--- src/rtl/conv_window_mac.sv ---
// ============================================================================
// Module   : conv_window_mac
// Purpose  : p_rows x p_cols window multiply-accumulate with round/shift/saturate.
// Revision : 1.0 - initial release
// ============================================================================
`default_nettype none

module conv_window_mac #(
   parameter int p_dataBits = 8,
   parameter int p_rows     = 3,
   parameter int p_cols     = 3,
   parameter int p_coefBits = 8,
   parameter int p_shift    = 4,
   localparam int c_n       = p_rows * p_cols,
   localparam int c_addrW   = (c_n > 1) ? $clog2(c_n) : 1
) (
   input  logic                           i_clk,
   input  logic                           i_rst_n,
   input  logic [c_n*p_dataBits-1:0]      window_in,
   input  logic                           valid_in,
   input  logic                           sof_in,
   output logic                           busy_out,
   input  logic                           coef_we,
   input  logic [c_addrW-1:0]             coef_addr,
   input  logic [p_coefBits-1:0]          coef_data,
   output logic [p_dataBits-1:0]          data_out,
   output logic                           valid_out,
   output logic                           sof_out,
   input  logic                           busy_in
);

   localparam int c_prodW  = p_dataBits + p_coefBits + 1;
   localparam int c_accW   = c_prodW + $clog2(c_n);
   localparam int c_centre = c_n / 2;
   localparam int c_pixMax = (1 << p_dataBits) - 1;

   localparam logic signed [p_coefBits-1:0] c_unity  = p_coefBits'(1 << p_shift);
   localparam logic signed [c_accW:0]       c_round  = (p_shift > 0) ? (c_accW+1)'(1 << (p_shift-1)) : '0;
   localparam logic signed [c_accW:0]       c_satMax = (c_accW+1)'(c_pixMax);

   logic signed [p_coefBits-1:0] r_coef [c_n];
   logic signed [c_prodW-1:0]    w_prod [c_n];
   logic signed [c_prodW-1:0]    r_prod [c_n];
   logic signed [c_accW-1:0]     w_row  [p_rows];
   logic signed [c_accW-1:0]     r_row  [p_rows];
   logic signed [c_accW-1:0]     w_total;
   logic signed [c_accW:0]       w_rnd;
   logic signed [c_accW:0]       w_shifted;
   logic [p_dataBits-1:0]        w_sat;

   logic r_v1, r_v2, r_v3;
   logic r_sof1, r_sof2, r_sof3;
   logic [p_dataBits-1:0] r_data;

   assign busy_out  = busy_in;
   assign data_out  = r_data;
   assign valid_out = r_v3;
   assign sof_out   = r_sof3;

   // Coefficient bank: writable at any time, including stalls; out-of-range
   // addresses are dropped.
   always_ff @(posedge i_clk) begin
      if (!i_rst_n) begin
         for (int k = 0; k < c_n; k++) begin
            r_coef[k] <= (k == c_centre) ? c_unity : '0;
         end
      end else if (coef_we && (32'(coef_addr) < c_n)) begin
         r_coef[coef_addr] <= coef_data;
      end
   end

   for (genvar k = 0; k < c_n; k++) begin : g_prod
      logic signed [c_prodW-1:0] w_pix;
      logic signed [c_prodW-1:0] w_cf;
      assign w_pix     = {{(p_coefBits+1){1'b0}}, window_in[k*p_dataBits +: p_dataBits]};
      assign w_cf      = {{(p_dataBits+1){r_coef[k][p_coefBits-1]}}, r_coef[k]};
      assign w_prod[k] = w_pix * w_cf;
   end

   always_comb begin
      for (int r = 0; r < p_rows; r++) begin
         w_row[r] = '0;
         for (int c = 0; c < p_cols; c++) begin
            w_row[r] = w_row[r]
                     + {{(c_accW-c_prodW){r_prod[r*p_cols+c][c_prodW-1]}}, r_prod[r*p_cols+c]};
         end
      end
   end

   always_comb begin
      w_total = '0;
      for (int r = 0; r < p_rows; r++) begin
         w_total = w_total + r_row[r];
      end
      w_rnd     = {w_total[c_accW-1], w_total} + c_round;
      w_shifted = w_rnd >>> p_shift;
      if (w_shifted[c_accW]) begin
         w_sat = '0;
      end else if (w_shifted > c_satMax) begin
         w_sat = '1;
      end else begin
         w_sat = w_shifted[p_dataBits-1:0];
      end
   end

   // Single global stall: every stage holds while busy_in is high.
   always_ff @(posedge i_clk) begin
      if (!i_rst_n) begin
         r_v1   <= 1'b0;
         r_v2   <= 1'b0;
         r_v3   <= 1'b0;
         r_sof1 <= 1'b0;
         r_sof2 <= 1'b0;
         r_sof3 <= 1'b0;
         r_data <= '0;
         for (int k = 0; k < c_n; k++) begin
            r_prod[k] <= '0;
         end
         for (int r = 0; r < p_rows; r++) begin
            r_row[r] <= '0;
         end
      end else if (!busy_in) begin
         r_v1   <= valid_in;
         r_sof1 <= sof_in;
         r_v2   <= r_v1;
         r_sof2 <= r_sof1;
         r_v3   <= r_v2;
         r_sof3 <= r_sof2;
         r_data <= w_sat;
         r_prod <= w_prod;
         r_row  <= w_row;
      end
   end

endmodule

`default_nettype wire

--- config.mk ---
export PLATFORM = sky130hd
export DESIGN_NAME = conv_window_mac
export DESIGN_NICKNAME = d
export VERILOG_FILES = /design/src/rtl/conv_window_mac.sv
export SDC_FILE = /design/constraint.sdc
export NUM_CORES = 2
export LEC_CHECK = 0
export ABC_AREA = 1
export CAP_MARGIN = 20
export CORE_UTILIZATION = 58
export DETAILED_ROUTE_END_ITERATION = 16
export PLACE_DENSITY = 0.79
export SLEW_MARGIN = 20
export SYNTH_ARGS = -nofsm -noshare
export SYNTH_HDL_FRONTEND = slang
export SYNTH_SLANG_ARGS = --single-unit
--- constraint.sdc ---
create_clock -name i_clk -period 4.83 [get_ports i_clk]
set_input_delay 0.7245 -clock i_clk [delete_from_list [all_inputs] [get_ports i_clk]]
set_output_delay 0.7245 -clock i_clk [all_outputs]
set_load 0.02 [all_outputs]
==> metrics.cfg <==
[synthesis]
async_reset_ff_share_pct=0
ys_ff_latch=296
synthFlopType=dfxtp_1
syn_inst=4637
synthesis.area_um2=35600
synth.distinct_cells=45
synth_nets=5590
yosys_warnings=0
synth-edff-count=72
yosysSeqAreaShare_pct=18.7
avgSynthCellArea_um2=7.67

[final_layout]
multi_input_area_um2=24400
fillers=4687
seq_area_um2=6650
fin_util_pct=68.3
drive_gt1_share_pct=12.6
final_common_cell=inv_1
nets=5864
layout_common_cells=inv_1, nand2_1, nor2_1
area_growth_pct=16.2

[global_route]
grt_pass1_vias=29300
top_usage_layer=met2
gr-usage-met3_pct=2.80
grt_max_degree=127
grt_usage_pct=27.9
use_met1_pct=36.3
gr-total-overflow=0
grt_pass1_wl_um=141000
antenna_found_initial=7
use_met2_pct=48.1

[timing]
tightestPinTransition_ns=0.988
fmax_mhz=211
final.setup.tns_ns=0
holdWs_ns=0.465
fin_crit_sh_pct=98.1
finClkSkew_ns=0.0254
hold_viol_final=0
rsz0062_at_grt=yes
setup_slack_ns=0.0914
slew_viol_final=0
fin_crit_ns=4.74
setup_violations=0
relSlewSlack_pct=34.1

[critical_path]
critPathMaxStageDelay_ns=0.57
end_kind=flop
worst_ep_required_time_ns=5.33
worst-setup-path-type=flop to flop
start_kind=flop
worstPathMaxFanout=8
slowest_stage=edfxtp_1
cp_data_arrival_time_ns=5.24

[floorplanning]
die-area_um2=62300
num_rows=90
fp.dieH_um=250
start_util_pct=58.8
pin_count=101
core_region_area_um2=60500
die_w_um=250

[power_and_ir_drop]
peakVddDrop_mv=0.332
p_per_area_nw_per_um2=481
power_mw=19.9
power_leakage_nw=24.1

[drt]
dr.pass1.iters=6
drc=0
wirelength_um=86300
wl_per_cell_um=15.1
via_per_inst=5.13
drt_iter0_drc=1837
ant_nets=0
via_count=29400

[cts]
clkSinkCount=296
cts_made_buffers=35
htree_levels=2
cts-root-buf=clkbuf_16
cts_tree=built
clk_pin_slew_ns=0.07
hold_buffers=0
clock_path_buffers=3
clk_latency_ns=0.56

[placement]
pre_cts_ws_ns=-0.663
gp_congestion=0.922
port_buffers=100
place_hpwl_um=67800

[job]
maxCapViolCount=0

[status]
status=completed

[worst_hold_path]
holdCritPathClass=flop to flop

## per-layer routing
layer | wire length (um) | part of all wire, %
met1 | 36800 | 43
met2 | 41700 | 48
met3 | 4840 | 5.6
met4 | 2930 | 3.4
met5 | 0 | 0
## power by group
group / internal, mW / leakage, nW / switching (mW) / total [mW]
Sequential: 3.06 / 2.55 / 0.510 / 3.57
Clock: 1.54 / 0.580 / 1.13 / 2.68
Combinational: 6.06 / 21.0 / 7.56 / 13.6
Total: 10.7 / 24.1 / 9.20 / 19.9
## worst max-delay path: cells and delay by family (launching register included)
kind | cells | cell delay (ns)
adder cells (fa/ha/maj) | 5 | 2.33
AO/OA/AOI/OAI | 8 | 1.06
flip-flops | 1 | 0.57
AND/OR/NAND/NOR | 7 | 0.48
buffers and inverters | 5 | 0.25
## worst paths after layout
check	startpoint	end	slack (ns)	cells past startpoint
max	r_coef[1][1]$_SDFFCE_PN0P_	r_prod[135]$_SDFFE_PN0N_	0.09	25
min	data_out[1]$_SDFFE_PN0N_	data_out[1]$_SDFFE_PN0N_	0.46	2
max reg2reg	r_coef[1][1]$_SDFFCE_PN0P_	r_prod[135]$_SDFFE_PN0N_	0.09	25
min reg2reg	data_out[1]$_SDFFE_PN0N_	data_out[1]$_SDFFE_PN0N_	0.46	2
## Yosys cell counts, types with 2 or more instances
cell type / n / area share [%]
edfxtp_1: 72 / 6.1
nand3_2: 2 / 0.056
fa_1: 405 / 23
nor2_1: 477 / 5.0
clkinv_1: 9 / 0.095
nand3_1: 55 / 0.77
or2_2: 50 / 0.88
buf_1: 7 / 0.074
nor2_8: 2 / 0.11
nand2_1: 800 / 8.4
nor2_4: 2 / 0.063
xnor2_1: 45 / 1.1
o31ai_1: 3 / 0.063
a21boi_1: 2 / 0.042
nor2_2: 7 / 0.12
o21ai_0: 243 / 3.4
o211ai_1: 15 / 0.32
ha_1: 458 / 16
nor3_1: 11 / 0.15
a21boi_0: 3 / 0.063
nand3b_1: 7 / 0.15
inv_1: 1111 / 12
xor2_1: 93 / 2.3
nand4_1: 14 / 0.25
a21o_1: 3 / 0.063
clkbuf_1: 202 / 2.1
dfxtp_1: 224 / 13
inv_2: 10 / 0.11
o221ai_1: 12 / 0.30
a21oi_1: 223 / 3.1
o21bai_1: 26 / 0.55
a31oi_1: 9 / 0.16
nand2_2: 11 / 0.19
a211oi_1: 9 / 0.19
o21ai_1: 5 / 0.070
## cells by family (layout without fill, tap and decap cells)
family,count (synthesis),count (layout),share of synthesized area (%)
AND/OR/NAND/NOR,1441,1441,16.3
buffers and inverters,1341,1640,14.2
adder cells (fa/ha/maj),863,863,38.9
AO/OA/AOI/OAI,557,557,8.46
flip-flops,296,296,18.7
XOR/XNOR,139,139,3.44
other,0,6,0
## through the flow
step | cell area (um^2) | instances
CTS | 40300 | 5659
global placement | 39100 | 5597
floorplan | 35800 | 4637
global route | 41300 | 5724
detailed placement | 39100 | 5597
finish | 41300 | 5724
## flip-flops by register name, summed over array words and instances (netlist names)
register	count
r_prod	153
data_out	8
r_sof2	1
valid_out	1
sof_out	1
r_sof1	1
r_v2	1
r_v1	1
r_coef	72
r_row	57
## cell type report
cell class / count / area share (%)
Multi-Input combinational cell: 3000 / 59.2
Timing Repair Buffer: 448 / 9.22
Clock buffer: 46 / 2.53
Antenna cell: 6 / 0.0363
Tap cell: 782 / 2.37
Clock inverter: 16 / 0.270
Inverter: 1130 / 10.3
Sequential cell: 296 / 16.1
## what timing repair did
| item | 4_1_cts | 5_1_grt |
|---|---|---|
| pin swaps | 0 | 123 |
| gates cloned | 0 | 0 |
| gates resized for setup | 1 | 192 |
| endpoints found under the setup margin | 1 | 32 |
| setup buffers | 0 | 59 |
Power figures use the tool's default switching activity.
